## src/rtl/cache_arb_pkg.sv

```systemverilog
// Shared types and defaults for the cache/memory port arbiter.
package cache_arb_pkg;

    typedef enum logic [1:0] {
        IDLE,
        BUSY,
        RESP
    } arb_state_t;

    typedef enum logic {
        OWN_IF,
        OWN_D
    } owner_t;

    localparam int DEFAULT_TIMEOUT = 64;

endpackage

```

## src/rtl/cache_mem_arbiter_if.sv

```systemverilog
// Bundle of requester-side and memory-side signals around the arbiter.
interface cache_mem_arbiter_if #(
    parameter int WIDTH = 32
);

    logic             if_req_i;
    logic [WIDTH-1:0] if_addr_i;
    logic             if_ready_o;
    logic [WIDTH-1:0] if_rdata_o;

    logic             d_req_i;
    logic             d_we_i;
    logic             d_byte_op_i;
    logic [WIDTH-1:0] d_addr_i;
    logic [WIDTH-1:0] d_wdata_i;
    logic             d_ready_o;
    logic [WIDTH-1:0] d_rdata_o;

    logic             mem_req_o;
    logic             mem_we_o;
    logic             mem_byte_op_o;
    logic [WIDTH-1:0] mem_addr_o;
    logic [WIDTH-1:0] mem_wdata_o;
    logic             mem_ack_i;
    logic [WIDTH-1:0] mem_rdata_i;

    logic             err_o;

    // Environment view: the fetch/load-store units plus the memory
    modport master (
        output if_req_i, if_addr_i,
        output d_req_i, d_we_i, d_byte_op_i, d_addr_i, d_wdata_i,
        output mem_ack_i, mem_rdata_i,
        input  if_ready_o, if_rdata_o, d_ready_o, d_rdata_o,
        input  mem_req_o, mem_we_o, mem_byte_op_o, mem_addr_o, mem_wdata_o,
        input  err_o
    );

    modport slave (
        input  if_req_i, if_addr_i,
        input  d_req_i, d_we_i, d_byte_op_i, d_addr_i, d_wdata_i,
        input  mem_ack_i, mem_rdata_i,
        output if_ready_o, if_rdata_o, d_ready_o, d_rdata_o,
        output mem_req_o, mem_we_o, mem_byte_op_o, mem_addr_o, mem_wdata_o,
        output err_o
    );

endinterface

```

## src/rtl/arb_watchdog.sv

```systemverilog
// Clear/enable cycle counter that flags when a memory transaction has waited TIMEOUT cycles.
module arb_watchdog #(
    parameter int TIMEOUT = 64
) (
    input  logic clk_i,
    input  logic rst_i,
    input  logic clear_i,
    input  logic enable_i,
    output logic expired_o
);

    localparam int CW = (TIMEOUT > 1) ? $clog2(TIMEOUT) : 1;
    localparam logic [CW-1:0] LAST = CW'(TIMEOUT - 1);

    logic [CW-1:0] r_count;

    // Saturates at LAST so the count can never wrap inside one transaction
    always_ff @(posedge clk_i) begin
        if (rst_i || clear_i) begin
            r_count <= '0;
        end else if (enable_i && !expired_o) begin
            r_count <= r_count + 1'b1;
        end
    end

    assign expired_o = (r_count == LAST);

endmodule

```

## src/rtl/cache_mem_arbiter.sv

```systemverilog
// Round-robin arbiter sharing one memory port between instruction fetch and load/store,
// with a watchdog that aborts transactions the memory never acknowledges.
module cache_mem_arbiter
    import cache_arb_pkg::*;
#(
    parameter int WIDTH   = 32,
    parameter int TIMEOUT = DEFAULT_TIMEOUT
) (
    input  logic               clk_i,
    input  logic               rst_i,
    cache_mem_arbiter_if.slave bus
);

    arb_state_t       r_state,     w_state;
    owner_t           r_owner,     w_owner;
    owner_t           r_lastGrant, w_lastGrant;
    logic             r_memReq,    w_memReq;
    logic             r_memWe,     w_memWe;
    logic             r_memByteOp, w_memByteOp;
    logic [WIDTH-1:0] r_memAddr,   w_memAddr;
    logic [WIDTH-1:0] r_memWdata,  w_memWdata;
    logic             r_ifReady,   w_ifReady;
    logic             r_dReady,    w_dReady;
    logic [WIDTH-1:0] r_ifRdata,   w_ifRdata;
    logic [WIDTH-1:0] r_dRdata,    w_dRdata;
    logic             r_err,       w_err;

    owner_t w_winner;
    logic   w_grant;
    logic   w_wdEnable;
    logic   w_wdExpired;

    assign w_wdEnable = (r_state == BUSY) && !bus.mem_ack_i;

    arb_watchdog #(.TIMEOUT(TIMEOUT)) u_watchdog (
        .clk_i     (clk_i),
        .rst_i     (rst_i),
        .clear_i   (w_grant),
        .enable_i  (w_wdEnable),
        .expired_o (w_wdExpired)
    );

    always_ff @(posedge clk_i) begin
        if (rst_i) begin
            r_state     <= IDLE;
            r_owner     <= OWN_IF;
            r_lastGrant <= OWN_IF;
            r_memReq    <= 1'b0;
            r_memWe     <= 1'b0;
            r_memByteOp <= 1'b0;
            r_memAddr   <= '0;
            r_memWdata  <= '0;
            r_ifReady   <= 1'b0;
            r_dReady    <= 1'b0;
            r_ifRdata   <= '0;
            r_dRdata    <= '0;
            r_err       <= 1'b0;
        end else begin
            r_state     <= w_state;
            r_owner     <= w_owner;
            r_lastGrant <= w_lastGrant;
            r_memReq    <= w_memReq;
            r_memWe     <= w_memWe;
            r_memByteOp <= w_memByteOp;
            r_memAddr   <= w_memAddr;
            r_memWdata  <= w_memWdata;
            r_ifReady   <= w_ifReady;
            r_dReady    <= w_dReady;
            r_ifRdata   <= w_ifRdata;
            r_dRdata    <= w_dRdata;
            r_err       <= w_err;
        end
    end

    always_comb begin
        w_state     = r_state;
        w_owner     = r_owner;
        w_lastGrant = r_lastGrant;
        w_memReq    = r_memReq;
        w_memWe     = r_memWe;
        w_memByteOp = r_memByteOp;
        w_memAddr   = r_memAddr;
        w_memWdata  = r_memWdata;
        w_ifRdata   = r_ifRdata;
        w_dRdata    = r_dRdata;
        w_err       = r_err;
        w_ifReady   = 1'b0;
        w_dReady    = 1'b0;
        w_grant     = 1'b0;
        w_winner    = OWN_IF;

        // Under contention the requester that did not win last time goes first
        if (bus.if_req_i && bus.d_req_i) begin
            w_winner = (r_lastGrant == OWN_IF) ? OWN_D : OWN_IF;
        end else if (bus.d_req_i) begin
            w_winner = OWN_D;
        end

        case (r_state)
            IDLE: begin
                if (bus.if_req_i || bus.d_req_i) begin
                    w_grant     = 1'b1;
                    w_state     = BUSY;
                    w_owner     = w_winner;
                    w_lastGrant = w_winner;
                    w_memReq    = 1'b1;
                    if (w_winner == OWN_D) begin
                        w_memWe     = bus.d_we_i;
                        w_memByteOp = bus.d_byte_op_i;
                        w_memAddr   = bus.d_addr_i;
                        w_memWdata  = bus.d_wdata_i;
                    end else begin
                        w_memWe     = 1'b0;
                        w_memByteOp = 1'b0;
                        w_memAddr   = bus.if_addr_i;
                        w_memWdata  = '0;
                    end
                end
            end
            BUSY: begin
                // An ack in the watchdog's final cycle still completes normally
                if (bus.mem_ack_i || w_wdExpired) begin
                    w_memReq = 1'b0;
                    w_state  = RESP;
                    if (!bus.mem_ack_i) begin
                        w_err = 1'b1;
                    end
                    if (r_owner == OWN_IF) begin
                        w_ifReady = 1'b1;
                        w_ifRdata = bus.mem_ack_i ? bus.mem_rdata_i : '0;
                    end else begin
                        w_dReady = 1'b1;
                        w_dRdata = (bus.mem_ack_i && !r_memWe) ? bus.mem_rdata_i : '0;
                    end
                end
            end
            RESP: begin
                w_state = IDLE;
            end
            default: begin
                w_state = IDLE;
            end
        endcase
    end

    assign bus.if_ready_o    = r_ifReady;
    assign bus.if_rdata_o    = r_ifRdata;
    assign bus.d_ready_o     = r_dReady;
    assign bus.d_rdata_o     = r_dRdata;
    assign bus.mem_req_o     = r_memReq;
    assign bus.mem_we_o      = r_memWe;
    assign bus.mem_byte_op_o = r_memByteOp;
    assign bus.mem_addr_o    = r_memAddr;
    assign bus.mem_wdata_o   = r_memWdata;
    assign bus.err_o         = r_err;

endmodule

```

## src/flat_wrapper.sv

```systemverilog
// flat-port wrapper written by rule: the top's interface ports become plain ports
module cache_mem_arbiter_flat import cache_arb_pkg::*;
#(
    parameter int WIDTH   = 32,
    parameter int TIMEOUT = DEFAULT_TIMEOUT
)
  (clk_i, rst_i, bus_if_req_i, bus_if_addr_i, bus_d_req_i, bus_d_we_i, bus_d_byte_op_i, bus_d_addr_i, bus_d_wdata_i, bus_mem_ack_i, bus_mem_rdata_i, bus_if_ready_o, bus_if_rdata_o, bus_d_ready_o, bus_d_rdata_o, bus_mem_req_o, bus_mem_we_o, bus_mem_byte_op_o, bus_mem_addr_o, bus_mem_wdata_o, bus_err_o);
  cache_mem_arbiter_if #(.WIDTH(WIDTH)) bus_i ();
  input  logic clk_i;
  input  logic rst_i;
  input wire logic [$bits(bus_i.if_req_i)-1:0] bus_if_req_i;
  input wire logic [$bits(bus_i.if_addr_i)-1:0] bus_if_addr_i;
  input wire logic [$bits(bus_i.d_req_i)-1:0] bus_d_req_i;
  input wire logic [$bits(bus_i.d_we_i)-1:0] bus_d_we_i;
  input wire logic [$bits(bus_i.d_byte_op_i)-1:0] bus_d_byte_op_i;
  input wire logic [$bits(bus_i.d_addr_i)-1:0] bus_d_addr_i;
  input wire logic [$bits(bus_i.d_wdata_i)-1:0] bus_d_wdata_i;
  input wire logic [$bits(bus_i.mem_ack_i)-1:0] bus_mem_ack_i;
  input wire logic [$bits(bus_i.mem_rdata_i)-1:0] bus_mem_rdata_i;
  output wire logic [$bits(bus_i.if_ready_o)-1:0] bus_if_ready_o;
  output wire logic [$bits(bus_i.if_rdata_o)-1:0] bus_if_rdata_o;
  output wire logic [$bits(bus_i.d_ready_o)-1:0] bus_d_ready_o;
  output wire logic [$bits(bus_i.d_rdata_o)-1:0] bus_d_rdata_o;
  output wire logic [$bits(bus_i.mem_req_o)-1:0] bus_mem_req_o;
  output wire logic [$bits(bus_i.mem_we_o)-1:0] bus_mem_we_o;
  output wire logic [$bits(bus_i.mem_byte_op_o)-1:0] bus_mem_byte_op_o;
  output wire logic [$bits(bus_i.mem_addr_o)-1:0] bus_mem_addr_o;
  output wire logic [$bits(bus_i.mem_wdata_o)-1:0] bus_mem_wdata_o;
  output wire logic [$bits(bus_i.err_o)-1:0] bus_err_o;
  assign bus_i.if_req_i = bus_if_req_i;
  assign bus_i.if_addr_i = bus_if_addr_i;
  assign bus_i.d_req_i = bus_d_req_i;
  assign bus_i.d_we_i = bus_d_we_i;
  assign bus_i.d_byte_op_i = bus_d_byte_op_i;
  assign bus_i.d_addr_i = bus_d_addr_i;
  assign bus_i.d_wdata_i = bus_d_wdata_i;
  assign bus_i.mem_ack_i = bus_mem_ack_i;
  assign bus_i.mem_rdata_i = bus_mem_rdata_i;
  assign bus_if_ready_o = bus_i.if_ready_o;
  assign bus_if_rdata_o = bus_i.if_rdata_o;
  assign bus_d_ready_o = bus_i.d_ready_o;
  assign bus_d_rdata_o = bus_i.d_rdata_o;
  assign bus_mem_req_o = bus_i.mem_req_o;
  assign bus_mem_we_o = bus_i.mem_we_o;
  assign bus_mem_byte_op_o = bus_i.mem_byte_op_o;
  assign bus_mem_addr_o = bus_i.mem_addr_o;
  assign bus_mem_wdata_o = bus_i.mem_wdata_o;
  assign bus_err_o = bus_i.err_o;
  cache_mem_arbiter #(.WIDTH(WIDTH), .TIMEOUT(TIMEOUT)) u_core (.clk_i(clk_i), .rst_i(rst_i), .bus(bus_i));
endmodule
```

## config.mk

```make
export PLATFORM = sky130hd
export DESIGN_NAME = cache_mem_arbiter_flat
export DESIGN_NICKNAME = d
export VERILOG_FILES = /design/src/rtl/cache_arb_pkg.sv /design/src/rtl/cache_mem_arbiter_if.sv /design/src/rtl/arb_watchdog.sv /design/src/rtl/cache_mem_arbiter.sv /design/src/flat_wrapper.sv
export SDC_FILE = /design/constraint.sdc
export NUM_CORES = 1
export LEC_CHECK = 0
export ABC_AREA = 1
export BUFFER_PORTS_ARGS = -buffer_cell sky130_fd_sc_hd__buf_2
export CAP_MARGIN = 20
export CORE_AREA = 2 2 118 120
export DETAILED_ROUTE_END_ITERATION = 6
export DIE_AREA = 0 0 120 122
export PLACE_DENSITY = 0.85
export REMOVE_ABC_BUFFERS = 1
export SLEW_MARGIN = 25
export SYNTH_ARGS = -nofsm -noshare
export SYNTH_HDL_FRONTEND = slang
export SYNTH_HIERARCHICAL = 1
export SYNTH_SLANG_ARGS = --single-unit
```

## constraint.sdc

```tcl
create_clock -name clk_i -period 2.1 [get_ports clk_i]
set_input_delay 0.42 -clock clk_i [delete_from_list [all_inputs] [get_ports clk_i]]
set_output_delay 0.42 -clock clk_i [all_outputs]
set_load 0.05 [all_outputs]
```

# Yosys cells after proc, flatten, opt, wreduce, memory -nomap -nowiden
# Index checks and enable logic that the tools add are counted.
# Widths: inputs -> output; s select.
# totals
input_bits	135
latchBits	0
mem_count	0
output_inout_bits	134
mem_bits_ro	0
reg_bits	143
word_cells	59
ram_bits	0
# classes
add_sub_neg	1
bitwise	4
magnitude_cmp	0
mux	18
n_reduce_logical	19
shifts	0
div_mod_pow	0
eq_ne	4
n_mul	0
# op_table
op	n
$mux 32	4
$reduce_and 3->1	4
$mux 1	10
$add 6x1->6 const B	1
$eq 6x6->1 const B	1
$logic_and 1x1->1	4
$mux 2	2
$not 1->1	4
$pmux 2 s2	1
$reduce_and 2->1	2
$logic_not 1->1	3
$logic_or 1x1->1	3
$reduce_or 3->1	1
$eq 2x1->1 const B	1
$logic_not 2->1	1
$ne 2x1->1 const B	1
$ne 2x2->1 const B	1
$pmux 1 s2	1
$reduce_bool 2->1	1

# Depth between registers and ports, before layout
# Gate-level depths: netlist (run 1).
# depth
ltp_word	4
ltp_mapped	12
ltp_nobuf	11

# Cells and area by module
# Netlist (run 1), hierarchy kept.
# modules_own_cells
module	cells_each	area_each_um2	n_inst
cache_mem_arbiter	897	5913.2	1
arb_watchdog	49	339.1	1

# Worst setup path after synthesis (run 1)
# OpenSTA, ideal clock, no wires.
# synth_timing
path_kind	register -> register
from	reg u_core.u_watchdog.r_count[0]
to	reg u_core.r_ifRdata[11], in the netlist u_core/bus.if_rdata_o[11]
setup_slack_ns	0.490
arrival_time_ns	1.496
path_buffers	1
required_ns	1.986
path_stages_with_launch	12
cell_sequence	dfxtp_1 -> ha_1 -> nand2_2 -> nor2_4 -> nand2_2 -> inv_1 -> inv_1 -> nand2_2 -> clkbuf_1 -> nand3_1 -> nand2_1 -> nor2_1
# synth_via
elab_chain_len	3
# synth_lines
item	line	text
start: declaration	arb_watchdog.sv:15	logic [CW-1:0] r_count;
start signal: assignment	arb_watchdog.sv:22	r_count <= r_count + 1'b1;
$eq 6x6->1	arb_watchdog.sv:26	assign expired_o = (r_count == LAST);
net u_core.w_wdExpired	cache_mem_arbiter.sv:31	logic w_wdExpired;
$logic_or 1x1->1	cache_mem_arbiter.sv:122	if (bus.mem_ack_i || w_wdExpired) begin
$reduce_and 3->1 (no line)	--	
end signal: assignment	cache_mem_arbiter.sv:69	r_ifRdata <= w_ifRdata;
end: declaration	cache_mem_arbiter.sv:24	logic [WIDTH-1:0] r_ifRdata, w_ifRdata;
# The timed path passes the listed nets, and every way through them passes these cells.
# A chain may end at the register's enable or synchronous reset.

# Worst setup path in the final report (run 1)
# layout_timing
from	reg u_core.u_watchdog.r_count[0]
to	reg u_core.r_dRdata[22], in the netlist u_core/bus.d_rdata_o[22]
# layout_via
elab_chain_len	3
# layout_lines
item	line	text
$eq 6x6->1	arb_watchdog.sv:26	
net u_core.w_wdExpired	cache_mem_arbiter.sv:31	
$logic_or 1x1->1	cache_mem_arbiter.sv:122	
$reduce_and 3->1 (no line)	--	
end signal: assignment	cache_mem_arbiter.sv:70	r_dRdata <= w_dRdata;
end: declaration	cache_mem_arbiter.sv:25	logic [WIDTH-1:0] r_dRdata, w_dRdata;
# The timed path passes the listed nets, and every way through them passes these cells.

==> results of run 1 <==
worst min-delay path, stage by stage:
cell,delay (ns)
buf_2,0.09
nand4_1,0.07
a21oi_1,0.06
flip-flops by register name, summed over array words and instances (netlist names), 2 cells and up:
| register | flops |
|---|---|
| u_core/bus.mem_addr_o | 32 |
| u_core/u_watchdog/r_count | 6 |
| u_core/bus.mem_wdata_o | 32 |
| u_core/bus.if_rdata_o | 32 |
| u_core/bus.d_rdata_o | 32 |
| u_core/r_state | 2 |
metrics by stage:
step / cell area, sq um / hold slack, ns / TNS, ns / util
finish: 8260 / 0.278 / 0 / 0.612
global route: 8260 / 0.264 / 0 / 0.612
CTS: 8260 / 0.262 / 0 / 0.612
detailed placement: 7730 / 0.449 / 0 / 0.573
global placement: 7730 / 0.445 / 0 / 0.573
floorplan: 5960 / 0.451 / -46.43 / -
cell families (layout without fill, tap and decap cells):
family / Yosys count / in the layout / synth area share
AND/OR/NAND/NOR: 604 / 604 / 0.393
buffers and inverters: 122 / 374 / 0.0822
flip-flops: 143 / 143 / 0.458
AO/OA/AOI/OAI: 76 / 76 / 0.0644
adder cells (fa/ha/maj): 1 / 1 / 0.00200
power groups by stage:
stage | Combinational, mW | Sequential (mW) | Clock (mW)
2_1_floorplan | 0.550 | 3.66 | 0
5_1_grt | 1.84 | 3.01 | 2.93
3_3_place_gp | 1.67 | 3.04 | 0
6_report | 1.69 | 2.99 | 2.75
4_1_cts | 1.69 | 2.99 | 2.81
3_5_place_dp | 1.69 | 3.05 | 0
layout make-up:
type / count / area, sq um
clock buffers: 23 / 468
clock inverters: 7 / 63.8
fillers: 1234 / 5240
inverters: 60 / 225
multi-input cells: 681 / 2900
flip-flops and latches: 143 / 2860
well taps: 180 / 225
repair buffers: 284 / 1520
path summary, 6_finish.rpt:
kind	cells past startpoint	to	startpoint	slack (ns)
worst max-delay path	11	u_core/bus.d_rdata_o[22]$_SDFFE_PP0P_	u_core/u_watchdog/r_count[0]$_SDFFE_PP0P_	0.23
worst min-delay path	3	u_core/bus.mem_wdata_o[13]$_SDFFE_PP0P_	bus_d_wdata_i[13]	0.28
worst max register to register	11	u_core/bus.d_rdata_o[22]$_SDFFE_PP0P_	u_core/u_watchdog/r_count[0]$_SDFFE_PP0P_	0.23
worst min register to register	2	u_core/bus.mem_wdata_o[13]$_SDFFE_PP0P_	u_core/bus.mem_wdata_o[13]$_SDFFE_PP0P_	0.46
cell usage in the layout (no fill, tap or decap), types with 2 or more instances in the layout:
cell       instances
clkbuf_1           4
o21ai_1           11
buf_4             11
buf_12             5
nor2_1           244
nand2_1          268
nand3b_1           3
inv_2              4
clkinv_2           5
nand2_2            7
nor2_4             4
buf_2            268
clkbuf_16         17
clkbuf_8           2
inv_1             56
nor2_2             4
nand3_1           36
a21oi_1           39
dfxtp_1          143
o21ai_0           22
nand4_1           37
metal layers:
metal	track usage	up-vias	part of all wire
met4	0.0787	0	0.016
met3	0.0758	28	0.089
met2	0.374	276	0.47
li1	-	3422	-
met1	0.286	2954	0.42
met5	0	-	0
==> summary.txt, run 1 <==
Logic synthesis
  • Top cell type by total area after synthesis: dfxtp_1
  • Top FF cell, synth: dfxtp_1
  • Syn avg cell area: between 6 and 7 sq um
  • Synth top area cells: dfxtp_1 (46%), nand2_1 (16%), nor2_1 (15%)
  • Post-synth ARST share: 0
  • Sequential element share of the synthesized area: 0.458
  • Synth Register Bits: about 140
  • Synthesized cell area: 0.00625 sq mm
  • Post-synth EDFFs: 0
  • Yosys top cell area share: 0.458
  • Mapped Cells: approximately 950
  • Number of synthesis warnings: 6
  • Distinct cells, synth: 24
  • Commonest cells post-synth: nand2_1 (268), nor2_1 (248), dfxtp_1 (143)
  • Most numerous cell in the Yosys netlist: nand2_1

Placement
  • Port Buffers: approximately 270
  • Hpwl dp: 11,500 um
  • Routability congestion estimate from global placement: just over 0.8
  • Placed insts: 1,348
  • Pre-CTS setup slack: between 0.2 and 0.25 ns

Floorplanning
  • Core area: approximately 0.014 sq mm
  • Initial Utilization: 0.463
  • Die W: ~120 um
  • Die Y: about 120 um
  • Die area: 0.0146 sq mm
  • FP Rows: 43
  • # IOs: 269

Setup path
  • Critical path class: flop to flop
  • Critical Path End Type: flop
  • Slowest cell delay on critical path: about 0.38 ns
  • CP cell instances: ha_1 > nand2_2 > nor2_4 > nand2_2 > inv_1 > inv_1 > nand2_2 > nand3_2 > nand2_1 > nand2_1 > nor2_1
  • CP dominant cell by count: nand2_2
  • Delay-heaviest family, CP: simple AND/OR/NAND/NOR gates
  • Crit Path Max Fanout: 15
  • CP arrival: 2.22 ns
  • CP max stage cell: dfxtp_1
  • Startpoint types: flop
  • WP buf/inv: 2
  • Required time of the critical path: approximately 2.5 ns

GRT
  • First-pass GRT wire length: 27,100 um
  • Antenna violations before repair: 0
  • Gr usage total: 0.230
  • Vias in the first global route: between 5,000 and 6,000
  • Congestion Overflow GR: 0
  • Largest net degree at the start of global routing: 65

Cells and area
  • P&R area growth vs syn: 32.2%
  • Fin cells: 1,378
  • Layout Nets: approximately 1,300
  • Antenna fix cells: 0
  • Layout cells sized above 1: 0.278

Pwr
  • Comb pwr share: 0.227
  • VDD IR max: ~0.58 mV
  • Seq pwr share: 0.403
  • Int Power: between 5 and 6 mW
  • P_sw: 2.42 mW
  • Overall Power: 7.44 mW
  • Pwr dens: between 900 and 1000 mW/mm^2
  • Sw Ratio: 0.325
  • Clock power share: 0.370
  • Pleak: 4.33 nW

Timing
  • Clock skew: 0.00621 ns
  • Final Hold Viols: 0
  • Peak Freq: ~540 MHz
  • Slew margin rel.: 0.703
  • RSZ-0062 raised after global routing: false
  • Worst Slack Setup Final: about 0.23 ns
  • Fin crit period: 1.87 ns
  • # setup viols final: 0
  • Slew Limit Fails: 0
  • Worst slew pin tran: 0.445 ns
  • Fin crit share: 0.890

Clocking
  • Total CTS buffers: 17
  • Root Driver: clkbuf_16
  • Hold-fix buffers, CTS: 0
  • Sink Count: ~140
  • CTS tree: done
  • Clock-pin slew on the worst setup and hold paths: ~0.060 ns
  • Post-cts gate resize count: 0
  • Clock tree buffer depth: 2
  • Worst-Skew Late Latency: ~0.42 ns
  • H-tree depth: 4
  • Postcts setup bufs: 0

Route
  • # DRC: 0
  • Via/cell ratio: slightly below 5
  • TritonRoute pass-1 iters: 7
  • Routed len/inst: approximately 12 um
  • DR iter-0 viols: between 500 and 600
  • DRT antenna net count: 0
  • Via count: ~6,700
  • Final WL: approximately 17,000 um

Worst hold path
  • Hold Crit Class: input pin to flop

Job
  • Max_cap viols: 0

Status
  • Status: finished clean
Power figures use the tool's default switching activity.
==> run 2, diff against run 1 <==
ABC_CLOCK_PERIOD_IN_PS = 2100   (was not set)
REMOVE_ABC_BUFFERS = not set   (was 1)
==> run 2 against run 1 <==
Effect of this change:
- maximum frequency up 5.3%
- via count rose by 1.5%
- critical path depth decreased by 1
- non-clock buffer count unchanged
- clock power up 4%
- combinational power barely moved
- cell count grew 0.15%
- setup slack gained 0.094 ns
- total power up 1.8%
- count of clock-buffer cells in the layout decreased by 5
==> summary.txt, run 2 (synthesis gave the netlist of run 1 again) <==
GRT
  • Gr usage total: 0.240
  • Largest net degree at the start of global routing: 98
  • First-pass GRT wire length: 28,300 um
  • Congestion Overflow GR: 0
  • Vias in the first global route: around 6,100
  • Antenna violations before repair: 0

Clocking
  • Sink Count: 143
  • Clock-pin slew on the worst setup and hold paths: approximately 0.060 ns
  • Postcts setup bufs: 0
  • Root Driver: clkbuf_16
  • CTS tree: done
  • Worst-Skew Late Latency: between 0.4 and 0.5 ns
  • Total CTS buffers: 17
  • Clock tree buffer depth: 2
  • H-tree depth: 4

Setup path
  • Required time of the critical path: approximately 2.4 ns
  • CP Launch Point: u_core/u_watchdog/r_count[0]$_SDFFE_PP0P_
  • CP arrival: about 2.1 ns
  • Reg-to-reg critical path startpoint: u_core/u_watchdog/r_count[0]$_SDFFE_PP0P_
  • Reg2Reg Setup Slack: about 0.33 ns
  • Critical Path End Type: flop
  • Critical path class: flop to flop
  • Startpoint types: flop
  • Crit Path Max Fanout: 32
  • R2R depth: 10
  • Reg2reg end: u_core/bus.if_rdata_o[9]$_SDFFE_PP0P_
  • CP Capture Point: u_core/bus.if_rdata_o[9]$_SDFFE_PP0P_

Timing
  • Worst slew pin tran: about 0.5 ns
  • Peak Freq: roughly 560 MHz
  • Slew margin rel.: 0.664
  • RSZ-0062 raised after global routing: false
  • Fin crit period: ~1.8 ns
  • # setup viols final: 0
  • Fin crit share: 0.845
  • Clock skew: 0.00956 ns
  • Final Hold Viols: 0
  • Slew Limit Fails: 0
  • Setup TNS: 0 ns

Placement
  • Port Buffers: approximately 270
  • Hpwl dp: between 10,000 and 15,000 um
  • Routability congestion estimate from global placement: between 0.8 and 0.9
  • Post-DP Area: slightly below 0.008 sq mm

Floorplanning
  • # IOs: 269
  • Die Y: 122 um
  • Core area: ~0.014 sq mm
  • Die area: about 0.015 sq mm
  • FP Rows: between 40 and 50
  • Die W: approximately 120 um
  • Initial Utilization: 0.463

Cells and area
  • P&R area growth vs syn: 33.0%
  • Layout cells sized above 1: 0.282
  • Antenna fix cells: 0
  • Final instance area: 0.00831 sq mm
  • Commonest non-fill, non-tap cells in the layout: buf_2 (268), nand2_1 (268), nor2_1 (244)
  • Layout Nets: about 1,300

Status
  • Status: finished clean

Pwr
  • Pwr dens: between 900 and 1000 mW/mm^2
  • Pleak: 4.33 nW
  • VDD IR max: 0.471 mV

Route
  • DR iter-0 viols: 566
  • TritonRoute pass-1 iters: 5
  • Final WL: 17,900 um
  • DRT antenna net count: 0
  • Via count: between 6,000 and 7,000
  • # DRC: 0
  • Via/cell ratio: roughly 4.9
  • Routed len/inst: 13.0 um

Worst hold path
  • Hold depth: 2
  • Hold Crit Class: input pin to flop

Job
  • Max_cap viols: 0

Logic synthesis
  • Post-synth net total: 1,082
run 2: cell type report:
class | count | area (sq um)
fill | 1246 | 5190
multi-input combinational | 681 | 2900
sequential | 143 | 2860
timing repair buffer | 284 | 1540
clock buffer | 18 | 429
inverter | 60 | 225
tap | 180 | 225
clock inverter | 14 | 133
run 2: layer usage:
layer / share of wire / wire (um) / up-vias / GRT usage
li1: - / - / 3418 / -
met1: 0.39 / 7040 / 3022 / 0.279
met2: 0.49 / 8820 / 305 / 0.412
met3: 0.091 / 1630 / 35 / 0.0716
met4: 0.023 / 403 / 0 / 0.104
met5: 0 / 0 / - / 0
run 2: worst max-delay path: stages, from the launching register on:
cell and delay (ns):
dfxtp_1 0.34, ha_1 0.23, nand2_2 0.10, nor2_4 0.04
nand2_2 0.09, inv_1 0.06, nor2_1 0.28, nor2_2 0.07
buf_4 0.24, nor2_1 0.14, nor2_1 0.05
run 2: worst min-delay path by stage:
stage / from / endpoint / slack [ns]
floorplan: u_core/u_watchdog/r_count[4]$_SDFFE_PP0P_ / u_core/u_watchdog/r_count[4]$_SDFFE_PP0P_ / 0.45
global placement: u_core/bus.mem_wdata_o[18]$_SDFFE_PP0P_ / u_core/bus.mem_wdata_o[18]$_SDFFE_PP0P_ / 0.45
detailed placement: u_core/bus.mem_wdata_o[11]$_SDFFE_PP0P_ / u_core/bus.mem_wdata_o[11]$_SDFFE_PP0P_ / 0.45
CTS: rst_i / u_core/bus.if_ready_o$_SDFF_PP0_ / 0.24
global route: rst_i / u_core/bus.if_ready_o$_SDFF_PP0_ / 0.25
finish: rst_i / u_core/bus.if_ready_o$_SDFF_PP0_ / 0.24
run 2: timing repair:
item,4_1_cts,5_1_grt
hold buffers,0,0
endpoints found under the setup margin,0,1
gates resized for setup,0,1
run 2: per-stage QoR:
stage	cells	hold slack, ns	util	total power [mW]	setup slack, ns
6_report	1380	0.242	0.616	7.57	0.326
4_1_cts	1380	0.237	0.615	7.64	0.217
5_1_grt	1380	0.250	0.616	7.92	0.104
2_1_floorplan	946	0.451	-	4.27	0.490
3_3_place_gp	1348	0.445	0.574	4.73	0.363
3_5_place_dp	1348	0.449	0.574	4.76	0.269
run 2: report_power, final:
part / switching (mW) / total (mW) / internal (mW) / leakage [nW]
clock: 1.22 / 2.87 / 1.65 / 0.262
sequential: 0.0982 / 3.00 / 2.90 / 1.17
combinational: 1.24 / 1.71 / 0.464 / 2.89
